[src/rtl/kmi_rx_fifo_if.sv]
// rtl/kmi_rx_fifo_if.sv - PS/2 pin, read-port and status bundle for kmi_rx_fifo
interface kmi_rx_fifo_if #(
    parameter int DEPTH = 8
);
    logic                     kmiclkin;
    logic                     kmidatain;
    logic                     enable;
    logic                     rd_en;
    logic                     clr_err;
    logic [7:0]               rd_data;
    logic                     rd_err;
    logic                     empty;
    logic                     full;
    logic [$clog2(DEPTH):0]   count;
    logic                     overflow;
    logic                     frame_err;
    logic                     busy;
    logic                     kmiintr;

    modport slave (
        input  kmiclkin, kmidatain, enable, rd_en, clr_err,
        output rd_data, rd_err, empty, full, count, overflow, frame_err, busy, kmiintr
    );

    modport master (
        output kmiclkin, kmidatain, enable, rd_en, clr_err,
        input  rd_data, rd_err, empty, full, count, overflow, frame_err, busy, kmiintr
    );
endinterface

[src/rtl/kmi_rx_fifo.sv]
// rtl/kmi_rx_fifo.sv - PS/2 receive engine with buffered byte queue
module kmi_rx_fifo #(
    parameter int DEPTH     = 8,
    parameter int SYNC      = 2,
    parameter int TIMEOUT   = 2000,
    parameter int IRQ_LEVEL = 1
) (
    input  logic          ref_clk,
    input  logic          rst,
    kmi_rx_fifo_if.slave  bus
);
    localparam int AW = $clog2(DEPTH);
    localparam int CW = AW + 1;
    localparam int TW = $clog2(TIMEOUT) + 1;
    localparam logic [TW-1:0] TO_LAST = TW'(TIMEOUT - 1);

    typedef enum logic [1:0] {S_IDLE, S_DATA, S_PARITY, S_STOP} state_t;

    logic [SYNC-1:0] r_clk_sync;
    logic [SYNC-1:0] r_dat_sync;
    logic            r_clk_prev;
    state_t          r_state;
    state_t          w_state_nxt;
    logic [2:0]      r_bitcnt;
    logic [7:0]      r_shift;
    logic            r_perr;
    logic [TW-1:0]   r_tocnt;
    logic [8:0]      r_mem [DEPTH];
    logic [AW-1:0]   r_wptr;
    logic [AW-1:0]   r_rptr;
    logic [CW-1:0]   r_count;
    logic            r_overflow;
    logic            r_frame_err;

    logic w_fe, w_data;
    logic w_shift_en, w_perr_en, w_bit_clr, w_frame_ok, w_stop_bad, w_timeout;
    logic w_full, w_empty, w_push, w_pop, w_ovf_set, w_ferr_set;
    logic [8:0] w_head;

    // Chains reset to the idle-high line level so releasing reset never fakes an edge.
    always_ff @(posedge ref_clk or posedge rst) begin
        if (rst) begin
            r_clk_sync <= '1;
            r_dat_sync <= '1;
            r_clk_prev <= 1'b1;
        end else begin
            r_clk_sync <= {r_clk_sync[SYNC-2:0], bus.kmiclkin};
            r_dat_sync <= {r_dat_sync[SYNC-2:0], bus.kmidatain};
            r_clk_prev <= r_clk_sync[SYNC-1];
        end
    end

    assign w_fe   = ~r_clk_sync[SYNC-1] & r_clk_prev;
    assign w_data = r_dat_sync[SYNC-1];

    always_ff @(posedge ref_clk or posedge rst) begin
        if (rst) r_state <= S_IDLE;
        else     r_state <= w_state_nxt;
    end

    always_comb begin
        w_state_nxt = r_state;
        w_shift_en  = 1'b0;
        w_perr_en   = 1'b0;
        w_bit_clr   = 1'b0;
        w_frame_ok  = 1'b0;
        w_stop_bad  = 1'b0;
        w_timeout   = 1'b0;
        if (!bus.enable) begin
            w_state_nxt = S_IDLE;
        end else if (r_state != S_IDLE && r_tocnt == TO_LAST) begin
            w_timeout   = 1'b1;
            w_state_nxt = S_IDLE;
        end else if (w_fe) begin
            case (r_state)
                S_IDLE: begin
                    if (!w_data) begin
                        w_state_nxt = S_DATA;
                        w_bit_clr   = 1'b1;
                    end
                end
                S_DATA: begin
                    w_shift_en = 1'b1;
                    if (r_bitcnt == 3'd7) w_state_nxt = S_PARITY;
                end
                S_PARITY: begin
                    w_perr_en   = 1'b1;
                    w_state_nxt = S_STOP;
                end
                S_STOP: begin
                    w_state_nxt = S_IDLE;
                    w_frame_ok  = w_data;
                    w_stop_bad  = ~w_data;
                end
                default: w_state_nxt = S_IDLE;
            endcase
        end
    end

    always_ff @(posedge ref_clk or posedge rst) begin
        if (rst) begin
            r_bitcnt <= '0;
            r_shift  <= '0;
            r_perr   <= 1'b0;
        end else begin
            if (w_bit_clr) r_bitcnt <= '0;
            if (w_shift_en) begin
                r_shift  <= {w_data, r_shift[7:1]};
                r_bitcnt <= r_bitcnt + 3'd1;
            end
            if (w_perr_en) r_perr <= ~(^r_shift ^ w_data);
        end
    end

    // Saturating gap counter; idle keeps it cleared so each frame starts fresh.
    always_ff @(posedge ref_clk or posedge rst) begin
        if (rst)                           r_tocnt <= '0;
        else if (w_fe || r_state == S_IDLE) r_tocnt <= '0;
        else if (r_tocnt != TO_LAST)        r_tocnt <= r_tocnt + TW'(1);
    end

    assign w_full     = (r_count == CW'(DEPTH));
    assign w_empty    = (r_count == '0);
    assign w_pop      = bus.rd_en & ~w_empty;
    assign w_push     = w_frame_ok & (~w_full | w_pop);
    assign w_ovf_set  = w_frame_ok & w_full & ~w_pop;
    assign w_ferr_set = w_stop_bad | w_timeout;

    always_ff @(posedge ref_clk) begin
        if (w_push) r_mem[r_wptr] <= {r_perr, r_shift};
    end

    always_ff @(posedge ref_clk or posedge rst) begin
        if (rst) begin
            r_wptr  <= '0;
            r_rptr  <= '0;
            r_count <= '0;
        end else begin
            if (w_push) r_wptr <= r_wptr + AW'(1);
            if (w_pop)  r_rptr <= r_rptr + AW'(1);
            case ({w_push, w_pop})
                2'b10:   r_count <= r_count + CW'(1);
                2'b01:   r_count <= r_count - CW'(1);
                default: r_count <= r_count;
            endcase
        end
    end

    // Set beats clear when both land in the same cycle.
    always_ff @(posedge ref_clk or posedge rst) begin
        if (rst) begin
            r_overflow  <= 1'b0;
            r_frame_err <= 1'b0;
        end else begin
            if (w_ovf_set)        r_overflow <= 1'b1;
            else if (bus.clr_err) r_overflow <= 1'b0;
            if (w_ferr_set)       r_frame_err <= 1'b1;
            else if (bus.clr_err) r_frame_err <= 1'b0;
        end
    end

    assign w_head        = r_mem[r_rptr];
    assign bus.rd_data   = w_empty ? 8'h00 : w_head[7:0];
    assign bus.rd_err    = w_empty ? 1'b0 : w_head[8];
    assign bus.empty     = w_empty;
    assign bus.full      = w_full;
    assign bus.count     = r_count;
    assign bus.overflow  = r_overflow;
    assign bus.frame_err = r_frame_err;
    assign bus.busy      = (r_state != S_IDLE);
    assign bus.kmiintr   = (r_count >= CW'(IRQ_LEVEL)) | r_overflow | r_frame_err;
endmodule

[src/flat_wrapper.sv]
// flat-port wrapper written by rule: the top's interface ports become plain ports
module kmi_rx_fifo_flat 
#(
    parameter int DEPTH     = 8,
    parameter int SYNC      = 2,
    parameter int TIMEOUT   = 2000,
    parameter int IRQ_LEVEL = 1
)
  (ref_clk, rst, bus_kmiclkin, bus_kmidatain, bus_enable, bus_rd_en, bus_clr_err, bus_rd_data, bus_rd_err, bus_empty, bus_full, bus_count, bus_overflow, bus_frame_err, bus_busy, bus_kmiintr);
  kmi_rx_fifo_if #(.DEPTH(DEPTH)) bus_i ();
  input  logic ref_clk;
  input  logic rst;
  input wire logic [$bits(bus_i.kmiclkin)-1:0] bus_kmiclkin;
  input wire logic [$bits(bus_i.kmidatain)-1:0] bus_kmidatain;
  input wire logic [$bits(bus_i.enable)-1:0] bus_enable;
  input wire logic [$bits(bus_i.rd_en)-1:0] bus_rd_en;
  input wire logic [$bits(bus_i.clr_err)-1:0] bus_clr_err;
  output wire logic [$bits(bus_i.rd_data)-1:0] bus_rd_data;
  output wire logic [$bits(bus_i.rd_err)-1:0] bus_rd_err;
  output wire logic [$bits(bus_i.empty)-1:0] bus_empty;
  output wire logic [$bits(bus_i.full)-1:0] bus_full;
  output wire logic [$bits(bus_i.count)-1:0] bus_count;
  output wire logic [$bits(bus_i.overflow)-1:0] bus_overflow;
  output wire logic [$bits(bus_i.frame_err)-1:0] bus_frame_err;
  output wire logic [$bits(bus_i.busy)-1:0] bus_busy;
  output wire logic [$bits(bus_i.kmiintr)-1:0] bus_kmiintr;
  assign bus_i.kmiclkin = bus_kmiclkin;
  assign bus_i.kmidatain = bus_kmidatain;
  assign bus_i.enable = bus_enable;
  assign bus_i.rd_en = bus_rd_en;
  assign bus_i.clr_err = bus_clr_err;
  assign bus_rd_data = bus_i.rd_data;
  assign bus_rd_err = bus_i.rd_err;
  assign bus_empty = bus_i.empty;
  assign bus_full = bus_i.full;
  assign bus_count = bus_i.count;
  assign bus_overflow = bus_i.overflow;
  assign bus_frame_err = bus_i.frame_err;
  assign bus_busy = bus_i.busy;
  assign bus_kmiintr = bus_i.kmiintr;
  kmi_rx_fifo #(.DEPTH(DEPTH), .SYNC(SYNC), .TIMEOUT(TIMEOUT), .IRQ_LEVEL(IRQ_LEVEL)) u_core (.ref_clk(ref_clk), .rst(rst), .bus(bus_i));
endmodule
[config.mk]
export PLATFORM = sky130hd
export DESIGN_NAME = kmi_rx_fifo_flat
export DESIGN_NICKNAME = d
export VERILOG_FILES = /design/src/rtl/kmi_rx_fifo_if.sv /design/src/rtl/kmi_rx_fifo.sv /design/src/flat_wrapper.sv
export SDC_FILE = /design/constraint.sdc
export NUM_CORES = 1
export LEC_CHECK = 0
export ABC_AREA = 1
export BUFFER_PORTS_ARGS = -buffer_cell sky130_fd_sc_hd__buf_2
export CORE_UTILIZATION = 49
export CTS_CLUSTER_DIAMETER = 30
export DETAILED_ROUTE_END_ITERATION = 7
export PLACE_DENSITY = 0.65
export SYNTH_ARGS = -nofsm -noshare
export SYNTH_HDL_FRONTEND = slang
export SYNTH_SLANG_ARGS = --single-unit
[constraint.sdc]
create_clock -name ref_clk -period 2.9 [get_ports ref_clk]
set_input_delay 0.145 -clock ref_clk [delete_from_list [all_inputs] [get_ports ref_clk]]
set_output_delay 0.145 -clock ref_clk [all_outputs]
set_load 0.02 [all_outputs]
==> impl_metrics.xml, run 1 <==
<?xml version="1.0" encoding="UTF-8"?>
<metrics>
  <group name="synthesis">
    <metric name="synth_top_cell_by_area" unit="">sky130_fd_sc_hd__edfxtp_1</metric>
    <metric name="synth_top_cells_by_area" unit="">sky130_fd_sc_hd__edfxtp_1 41%, sky130_fd_sc_hd__dfrtp_1 18%, sky130_fd_sc_hd__nor2_1 6.3%</metric>
    <metric name="most_instantiated_cells_after_synthesis" unit="">89 x sky130_fd_sc_hd__nor2_1, 72 x sky130_fd_sc_hd__edfxtp_1, 58 x sky130_fd_sc_hd__nand2_1, 49 x sky130_fd_sc_hd__o21ai_0, 43 x sky130_fd_sc_hd__inv_1</metric>
    <metric name="yosysTopAreaCellShare" unit="%">40.9</metric>
    <metric name="synth_fp_nets" unit="">513</metric>
    <metric name="post_synthesis_async_set_or_reset_flop_share" unit="%">37.4</metric>
    <metric name="yosys_register_bits" unit="">115</metric>
    <metric name="synth.distinct_cells" unit="">38</metric>
    <metric name="ys_seq_area_share" unit="%">61.4</metric>
    <metric name="synth.cell_area" unit="mm^2">0.00529</metric>
    <metric name="synth.most_common_cell" unit="">sky130_fd_sc_hd__nor2_1</metric>
    <metric name="synth_cells" unit="">492</metric>
    <metric name="synth-edff-count" unit="">72</metric>
    <metric name="yosysWarnings" unit="">0</metric>
    <metric name="postSynth.topFlopCell" unit="">sky130_fd_sc_hd__edfxtp_1</metric>
    <metric name="synthesis.area_per_instance" unit="um^2">10.7</metric>
  </group>
  <group name="route">
    <metric name="routed-via-count" unit="">3669</metric>
    <metric name="antenna_violating_nets_post_route" unit="">0</metric>
    <metric name="number_of_design_rule_violations_left_after_detail_routing" unit="">0</metric>
    <metric name="drt_first_pass_iters" unit="">4</metric>
    <metric name="detail_route.wirelength.met1" unit="um">4730</metric>
    <metric name="drt_first_iter_violations" unit="">207</metric>
    <metric name="top_layer_used" unit="">met4</metric>
    <metric name="wl_per_cell" unit="um">15.5</metric>
    <metric name="met3_wirelength" unit="um">432</metric>
    <metric name="routed_via_density" unit="">5.35</metric>
    <metric name="routed_wirelength" unit="um">10700</metric>
    <metric name="routed-wl-met2" unit="um">5440</metric>
  </group>
  <group name="cts">
    <metric name="tritoncts" unit="">yes</metric>
    <metric name="worst_setup_hold_path_clk_slew" unit="ps">50</metric>
    <metric name="clk_latency" unit="ps">520</metric>
    <metric name="cts_buffer_depth" unit="">2</metric>
    <metric name="clkSinkCount" unit="">115</metric>
    <metric name="numCtsBuffers" unit="">17</metric>
    <metric name="ctsHtreeMaxLevel" unit="">4</metric>
    <metric name="cts-root-buf" unit="">sky130_fd_sc_hd__clkbuf_8</metric>
  </group>
  <group name="sta">
    <metric name="max_slew_margin" unit="%">42.8</metric>
    <metric name="clock_skew" unit="ps">20.6</metric>
    <metric name="final.hold.worst_slack" unit="ps">8.66</metric>
    <metric name="finalSetupViolCount" unit="">0</metric>
    <metric name="setup_total_negative_slack" unit="ps">0</metric>
    <metric name="fin_crit_sh" unit="%">80.1</metric>
    <metric name="hold_fails_final_rpt" unit="">0</metric>
    <metric name="clock_period_minus_worst_slack" unit="ps">2320</metric>
    <metric name="maximum_operating_frequency" unit="MHz">431</metric>
    <metric name="drv_slew" unit="">0</metric>
    <metric name="grt_setup_unrepaired" unit="">no</metric>
    <metric name="tightestPinTransition" unit="ps">852</metric>
  </group>
  <group name="setup_path">
    <metric name="worst_setup_path_end_kind" unit="">primary output</metric>
    <metric name="cells_along_the_critical_path" unit="">clkinv_1 -&gt; buf_4 -&gt; nor2_1 -&gt; o32ai_1 -&gt; o21ai_0 -&gt; nor2_1 -&gt; buf_2</metric>
    <metric name="cp_slowest_cell" unit="">sky130_fd_sc_hd__dfrtp_1</metric>
    <metric name="path_delay_family" unit="">buffers and inverters</metric>
    <metric name="worstPathMaxFanout" unit="">26</metric>
    <metric name="arrival" unit="ps">2180</metric>
    <metric name="crit_type" unit="">register to primary output</metric>
    <metric name="slowest_delay" unit="ps">370</metric>
    <metric name="critical_path.startpoint_type" unit="">register</metric>
    <metric name="crit_buf_inv" unit="">3</metric>
    <metric name="crit_required" unit="ps">2760</metric>
    <metric name="critPathMostFrequentCell" unit="">sky130_fd_sc_hd__nor2_1</metric>
  </group>
  <group name="global_routing">
    <metric name="antenna_found_initial" unit="">0</metric>
    <metric name="groute.usage.overall" unit="%">20.8</metric>
    <metric name="global_route_wire_length_before_repair" unit="um">17600</metric>
    <metric name="via_count_of_the_first_global_routing_pass" unit="">3562</metric>
    <metric name="grt_max_degree" unit="">39</metric>
    <metric name="overflow" unit="">0</metric>
  </group>
  <group name="power_and_ir_drop">
    <metric name="irDropWorstVdd" unit="uV">471</metric>
    <metric name="power_density_of_the_placed_cells" unit="mW/mm^2">1040</metric>
    <metric name="static-leakage-power" unit="nW">2.57</metric>
  </group>
  <group name="hold_path">
    <metric name="hold_path.class" unit="">input port to register</metric>
  </group>
  <group name="placement">
    <metric name="finalWeightedCongestion" unit="">0.859</metric>
    <metric name="post_dp_cell_area" unit="mm^2">0.00559</metric>
    <metric name="hpwl" unit="um">7220</metric>
    <metric name="numPlacedInstances" unit="">650</metric>
    <metric name="place.port_buffers" unit="">25</metric>
  </group>
  <group name="flow_run">
    <metric name="cap_viol_max_count" unit="">0</metric>
  </group>
  <group name="floorplan">
    <metric name="floorplan.initialDensity" unit="%">50.8</metric>
    <metric name="die_h" unit="um">106</metric>
    <metric name="core_area" unit="mm^2">0.0104</metric>
    <metric name="chip_width" unit="um">106</metric>
    <metric name="top_level_ports" unit="">26</metric>
    <metric name="floorplan.rows" unit="">37</metric>
    <metric name="die_ar" unit="mm^2">0.0112</metric>
  </group>
  <group name="finish">
    <metric name="layout.nets" unit="">558</metric>
    <metric name="post_layout_nonfiller_instances" unit="">686</metric>
    <metric name="final_util" unit="%">60.0</metric>
    <metric name="antenna_cells" unit="">0</metric>
    <metric name="fraction_of_layout_instances_using_a_drive_strength_above_1" unit="%">18.9</metric>
    <metric name="areaGrowthSynthToFinish" unit="%">18.2</metric>
    <metric name="layout.filler_cells" unit="">837</metric>
    <metric name="design_area" unit="mm^2">0.00625</metric>
  </group>
  <group name="outcome">
    <metric name="status" unit="">completed</metric>
  </group>
</metrics>
[state kept, by name (all words and copies together) (netlist names)]
signal / count
u_core.r_mem: 72
u_core.bus.frame_err: 1
u_core.r_bitcnt: 3
u_core.bus.overflow: 1
u_core.bus.count: 4
u_core.r_dat_sync: 2
u_core.r_tocnt: 12
u_core.r_shift: 8
u_core.r_clk_sync: 2
u_core.r_clk_prev: 1
u_core.r_rptr: 3
u_core.r_state: 2
u_core.r_perr: 1
u_core.r_wptr: 3
[final timing paths]
check	startpoint	end	slack, ps	cells after the start
worst min register to register	u_core.r_clk_sync[0]	u_core.r_clk_sync[1]	360	0
worst max-delay path	u_core.r_rptr[0]	bus_rd_data[7]	580	7
min in group asynchronous	rst	u_core.bus.count[0]	240	3
max in group asynchronous	rst	u_core.r_dat_sync[1]	1890	4
worst max register to register	u_core.r_tocnt[0]	u_core.r_mem[6][5]	580	8
worst min-delay path	bus_enable	u_core.bus.frame_err	9	3
[cell usage in the layout, fill, tap and decap left out, types with 2 or more instances in the layout]
master / netlist / routed
sky130_fd_sc_hd__ha_1: 14 / 14
sky130_fd_sc_hd__inv_2: 5 / 5
sky130_fd_sc_hd__nand4_1: 3 / 3
sky130_fd_sc_hd__nand2_2: 6 / 6
sky130_fd_sc_hd__o21ai_2: 7 / 7
sky130_fd_sc_hd__buf_4: 1 / 12
sky130_fd_sc_hd__a21oi_1: 6 / 6
sky130_fd_sc_hd__dfstp_2: 5 / 5
sky130_fd_sc_hd__o21ai_1: 2 / 2
sky130_fd_sc_hd__nand3_1: 20 / 20
sky130_fd_sc_hd__clkbuf_8: 0 / 4
sky130_fd_sc_hd__nor2_4: 3 / 3
sky130_fd_sc_hd__o32ai_1: 18 / 18
sky130_fd_sc_hd__nor2_1: 89 / 89
sky130_fd_sc_hd__clkinv_1: 2 / 3
sky130_fd_sc_hd__nor3_1: 7 / 7
sky130_fd_sc_hd__edfxtp_1: 72 / 72
sky130_fd_sc_hd__clkbuf_16: 0 / 20
sky130_fd_sc_hd__nor2_2: 2 / 2
sky130_fd_sc_hd__buf_2: 4 / 25
sky130_fd_sc_hd__a31oi_1: 2 / 2
sky130_fd_sc_hd__nand3_4: 2 / 2
sky130_fd_sc_hd__clkbuf_1: 7 / 3
sky130_fd_sc_hd__xor2_1: 10 / 10
sky130_fd_sc_hd__o21ai_0: 49 / 49
sky130_fd_sc_hd__clkinv_2: 0 / 2
sky130_fd_sc_hd__nand2_1: 58 / 58
sky130_fd_sc_hd__xnor2_1: 4 / 4
sky130_fd_sc_hd__nor3_2: 3 / 3
sky130_fd_sc_hd__inv_1: 43 / 42
sky130_fd_sc_hd__dlygate4sd3_1: 0 / 4
sky130_fd_sc_hd__dfrtp_1: 38 / 38
[layer usage]
metal | global-route usage [%] | vias to the layer above
met1 | 26.8 | 1809
li1 | - | 1779
met3 | 5.19 | 4
met5 | 0 | -
met4 | 7.64 | 0
met2 | 34.0 | 77
[area by class of cell]
| cell class | instances | area, um^2 | share of cell area, % |
|---|---|---|---|
| clock buffers | 27 | 567 | 9.07 |
| clock inverters | 5 | 56.3 | 0.901 |
| inverters | 50 | 188 | 3.00 |
| multi-input cells | 312 | 1770 | 28.3 |
| flip-flops and latches | 115 | 3240 | 51.9 |
| well taps | 136 | 170 | 2.72 |
| repair buffers | 41 | 255 | 4.08 |
[report_power, final]
part	switching (mW)	internal, mW	total (mW)
Clock	0.704	1.41	2.11
Combinational	1.27	0.688	1.96
Sequential	0.365	2.06	2.42
Total	2.34	4.16	6.49
[through the flow]
| step | power [mW] | setup WS, ps |
|---|---|---|
| 6_report | 6.49 | 579 |
| 5_1_grt | 6.88 | 408 |
| 4_1_cts | 6.54 | 539 |
| 3_5_place_dp | 4.41 | 592 |
| 3_3_place_gp | 4.38 | 657 |
| 2_1_floorplan | 3.82 | 556 |
[kinds of logic after synthesis]
| kind of cell | synth area share (%) |
|---|---|
| compound gates | 9.77 |
| simple gates | 18.1 |
| flops | 61.4 |
| xor+xnor | 2.32 |
| fa+ha+maj | 3.31 |
| buf+inv | 5.13 |
[worst reg2reg max path, stage by stage, from the launching register on]
cell	delay, ps
sky130_fd_sc_hd__dfrtp_1	400
sky130_fd_sc_hd__ha_1	230
sky130_fd_sc_hd__nand2_1	150
sky130_fd_sc_hd__nor2_4	60
sky130_fd_sc_hd__nand4_4	110
sky130_fd_sc_hd__nand3_4	130
sky130_fd_sc_hd__nor2_8	170
sky130_fd_sc_hd__nand2_2	120
sky130_fd_sc_hd__nor3_2	550
[repair_timing]
action                    4_1_cts  5_1_grt
gates resized for setup         0        0
hold buffers                    4        0
buffers inserted                0        0
hold endpoints to repair       27        0
Note: power is estimated with default switching activity, not from simulation.
==> run 2, diff against run 1 <==
Settings changed: PLACE_DENSITY 0.65 to 0.68.
Clock period 2.9 ns to 2.05 ns, I/O delays scaled along.
==> run 2 against run 1 <==
Effect of this change:
- the run now ends with setup timing left
- core utilization increased by 5.5 points
- register-to-register slack got worse by 520 ps
- clock skew decreased by 11 ps
- critical endpoint is now bus_rd_data[0]
==> impl_metrics.xml, run 2 (same netlist as run 1, synthesis figures left out) <==
<?xml version="1.0" encoding="UTF-8"?>
<metrics>
  <group name="route">
    <metric name="number_of_design_rule_violations_left_after_detail_routing" unit="">0</metric>
    <metric name="wl_per_cell" unit="um">17.2</metric>
    <metric name="routed-via-count" unit="">3850</metric>
    <metric name="routed_wirelength" unit="um">12400</metric>
    <metric name="drt_first_iter_violations" unit="">307</metric>
    <metric name="routed_via_density" unit="">5.33</metric>
    <metric name="antenna_violating_nets_post_route" unit="">0</metric>
    <metric name="drt_first_pass_iters" unit="">4</metric>
  </group>
  <group name="placement">
    <metric name="post_dp_cell_area" unit="mm^2">0.00570</metric>
    <metric name="detailedPlace.worstSlack" unit="ps">40.7</metric>
    <metric name="finalWeightedCongestion" unit="">0.840</metric>
    <metric name="hpwl" unit="um">8000</metric>
    <metric name="place.port_buffers" unit="">25</metric>
  </group>
  <group name="setup_path">
    <metric name="cp_slowest_cell" unit="">sky130_fd_sc_hd__dfrtp_2</metric>
    <metric name="arrival" unit="ps">1960</metric>
    <metric name="crit_buf_inv" unit="">3</metric>
    <metric name="critical_path.startpoint_type" unit="">register</metric>
    <metric name="cells_along_the_critical_path" unit="">buf_12 -&gt; buf_16 -&gt; o21ai_0 -&gt; o32ai_2 -&gt; nor2_1 -&gt; nor2_1 -&gt; buf_4</metric>
    <metric name="worstPathMaxFanout" unit="">19</metric>
    <metric name="worst_setup_path_end_kind" unit="">primary output</metric>
    <metric name="crit_required" unit="ps">1950</metric>
    <metric name="critPathMostFrequentCell" unit="">sky130_fd_sc_hd__nor2_1</metric>
    <metric name="slowest_delay" unit="ps">460</metric>
    <metric name="path_delay_family" unit="">flip-flops</metric>
    <metric name="crit_type" unit="">register to primary output</metric>
  </group>
  <group name="finish">
    <metric name="fraction_of_layout_instances_using_a_drive_strength_above_1" unit="%">29.7</metric>
    <metric name="registers.top_by_ff_count" unit="">u_core.r_mem</metric>
    <metric name="most_used_cells_in_the_layout_excluding_fill_and_tap_cells" unit="">84 x sky130_fd_sc_hd__nor2_1, 72 x sky130_fd_sc_hd__edfxtp_1, 57 x sky130_fd_sc_hd__nand2_1, 41 x sky130_fd_sc_hd__inv_1, 39 x sky130_fd_sc_hd__buf_4</metric>
    <metric name="areaGrowthSynthToFinish" unit="%">29.1</metric>
    <metric name="final_util" unit="%">65.5</metric>
    <metric name="largestRegisters" unit="">u_core.r_mem (72), u_core.r_tocnt (12), u_core.r_shift (8)</metric>
    <metric name="antenna_cells" unit="">0</metric>
    <metric name="largest_register_ff_count" unit="">72</metric>
    <metric name="layout.cells.most_common" unit="">sky130_fd_sc_hd__nor2_1</metric>
    <metric name="design_area" unit="mm^2">0.00683</metric>
    <metric name="layout.nets" unit="">594</metric>
  </group>
  <group name="global_routing">
    <metric name="global_route_wire_length_before_repair" unit="um">18800</metric>
    <metric name="overflow" unit="">0</metric>
    <metric name="antenna_found_initial" unit="">0</metric>
    <metric name="groute.usage.overall" unit="%">22.8</metric>
    <metric name="grt_max_degree" unit="">25</metric>
    <metric name="via_count_of_the_first_global_routing_pass" unit="">3684</metric>
  </group>
  <group name="outcome">
    <metric name="status" unit="">finished, violations left</metric>
    <metric name="violations_in_the_final_reports" unit="">setup timing</metric>
  </group>
  <group name="cts">
    <metric name="tritoncts" unit="">yes</metric>
    <metric name="cts-root-buf" unit="">sky130_fd_sc_hd__clkbuf_8</metric>
    <metric name="numCtsBuffers" unit="">17</metric>
    <metric name="cts_buffer_depth" unit="">2</metric>
    <metric name="worst_setup_hold_path_clk_slew" unit="ps">60</metric>
    <metric name="ctsHtreeMaxLevel" unit="">4</metric>
    <metric name="clk_latency" unit="ps">520</metric>
    <metric name="clkSinkCount" unit="">115</metric>
  </group>
  <group name="floorplan">
    <metric name="die_h" unit="um">106</metric>
    <metric name="floorplan.rows" unit="">37</metric>
    <metric name="top_level_ports" unit="">26</metric>
    <metric name="core_area" unit="mm^2">0.0104</metric>
    <metric name="floorplan.initialDensity" unit="%">50.8</metric>
    <metric name="die_ar" unit="mm^2">0.0112</metric>
    <metric name="chip_width" unit="um">106</metric>
  </group>
  <group name="sta">
    <metric name="max_slew_margin" unit="%">63.0</metric>
    <metric name="final_critical_path_setup_slack" unit="ps">-17.1</metric>
    <metric name="grt_setup_unrepaired" unit="">yes</metric>
    <metric name="tightestPinTransition" unit="ps">552</metric>
    <metric name="drv_slew" unit="">0</metric>
    <metric name="maximum_operating_frequency" unit="MHz">484</metric>
    <metric name="clock_period_minus_worst_slack" unit="ps">2070</metric>
    <metric name="final.hold.worst_slack" unit="ps">126</metric>
    <metric name="hold_fails_final_rpt" unit="">0</metric>
    <metric name="fin_crit_sh" unit="%">101</metric>
    <metric name="finalSetupViolCount" unit="">2</metric>
    <metric name="clock_skew" unit="ps">9.20</metric>
  </group>
  <group name="power_and_ir_drop">
    <metric name="irDropWorstVdd" unit="uV">1020</metric>
    <metric name="power_density_of_the_placed_cells" unit="mW/mm^2">1520</metric>
    <metric name="static-leakage-power" unit="nW">2.85</metric>
  </group>
  <group name="flow_run">
    <metric name="cap_viol_max_count" unit="">0</metric>
  </group>
  <group name="hold_path">
    <metric name="hold_path.class" unit="">input port to asynchronous set/reset pin</metric>
  </group>
</metrics>
run 2: worst reg2reg max path: stages (launching register included):
cell and delay (ps):
sky130_fd_sc_hd__dfrtp_1 390, sky130_fd_sc_hd__ha_2 210, sky130_fd_sc_hd__nand2_2 110, sky130_fd_sc_hd__nor2_4 60, sky130_fd_sc_hd__nand4_4 120, sky130_fd_sc_hd__nand3_4 130, sky130_fd_sc_hd__nor2_8 180, sky130_fd_sc_hd__nand2_4 90
sky130_fd_sc_hd__nor3_4 250, sky130_fd_sc_hd__buf_6 170
run 2: repair_timing:
item                                    4_1_cts  5_1_grt
pin swaps                                     3       14
cloned                                        1        2
endpoints found under the setup margin        9       81
buffers inserted                              4       16
hold endpoints to repair                     47        0
resized for setup                            37       49
hold buffers                                  7        0
run 2: report_power, final:
part           total, mW  switching, mW  internal, mW
Combinational       4.20           2.41          1.79
Sequential          3.36          0.443          2.92
Clock               2.81           1.08          1.74
Total               10.4           3.93          6.44
run 2: metal layers:
metal	track usage, %	part of all wire (%)
met1	28.1	42
met2	39.1	52
met3	5.88	4.7
met4	7.04	1.2
met5	0	0
run 2: layout make-up:
type,instances,area [um^2]
multi-input combinational,312,1960
timing repair buffer,77,677
clock inverter,15,159
tap,136,170
clock buffer,17,414
fill,773,3590
sequential,115,3250
inverter,50,195
run 2: path summary, 6_finish.rpt:
check / startpoint / endpoint / slack, ps / cells after the start
min in group ref_clk: bus_kmidatain / u_core.r_dat_sync[0] / 230 / 2
hold reg to reg: u_core.r_clk_sync[0] / u_core.r_clk_sync[1] / 360 / 0
setup / recovery: u_core.r_rptr[0] / bus_rd_data[0] / -20 / 7
setup reg to reg: u_core.r_tocnt[0] / u_core.r_mem[1][7] / 60 / 9
max in group asynchronous: rst / u_core.r_clk_prev / 1300 / 4
hold / removal: rst / u_core.bus.overflow / 130 / 3
run 2: stage by stage:
step	TNS, ps	total power, mW	cells
after floorplan	-2890	5.42	492
after CTS	-7.10	9.82	704
final	-18.3	10.4	722
after global placement	0	6.47	660
after global routing	-574	10.9	722
after detailed placement	0	6.55	660
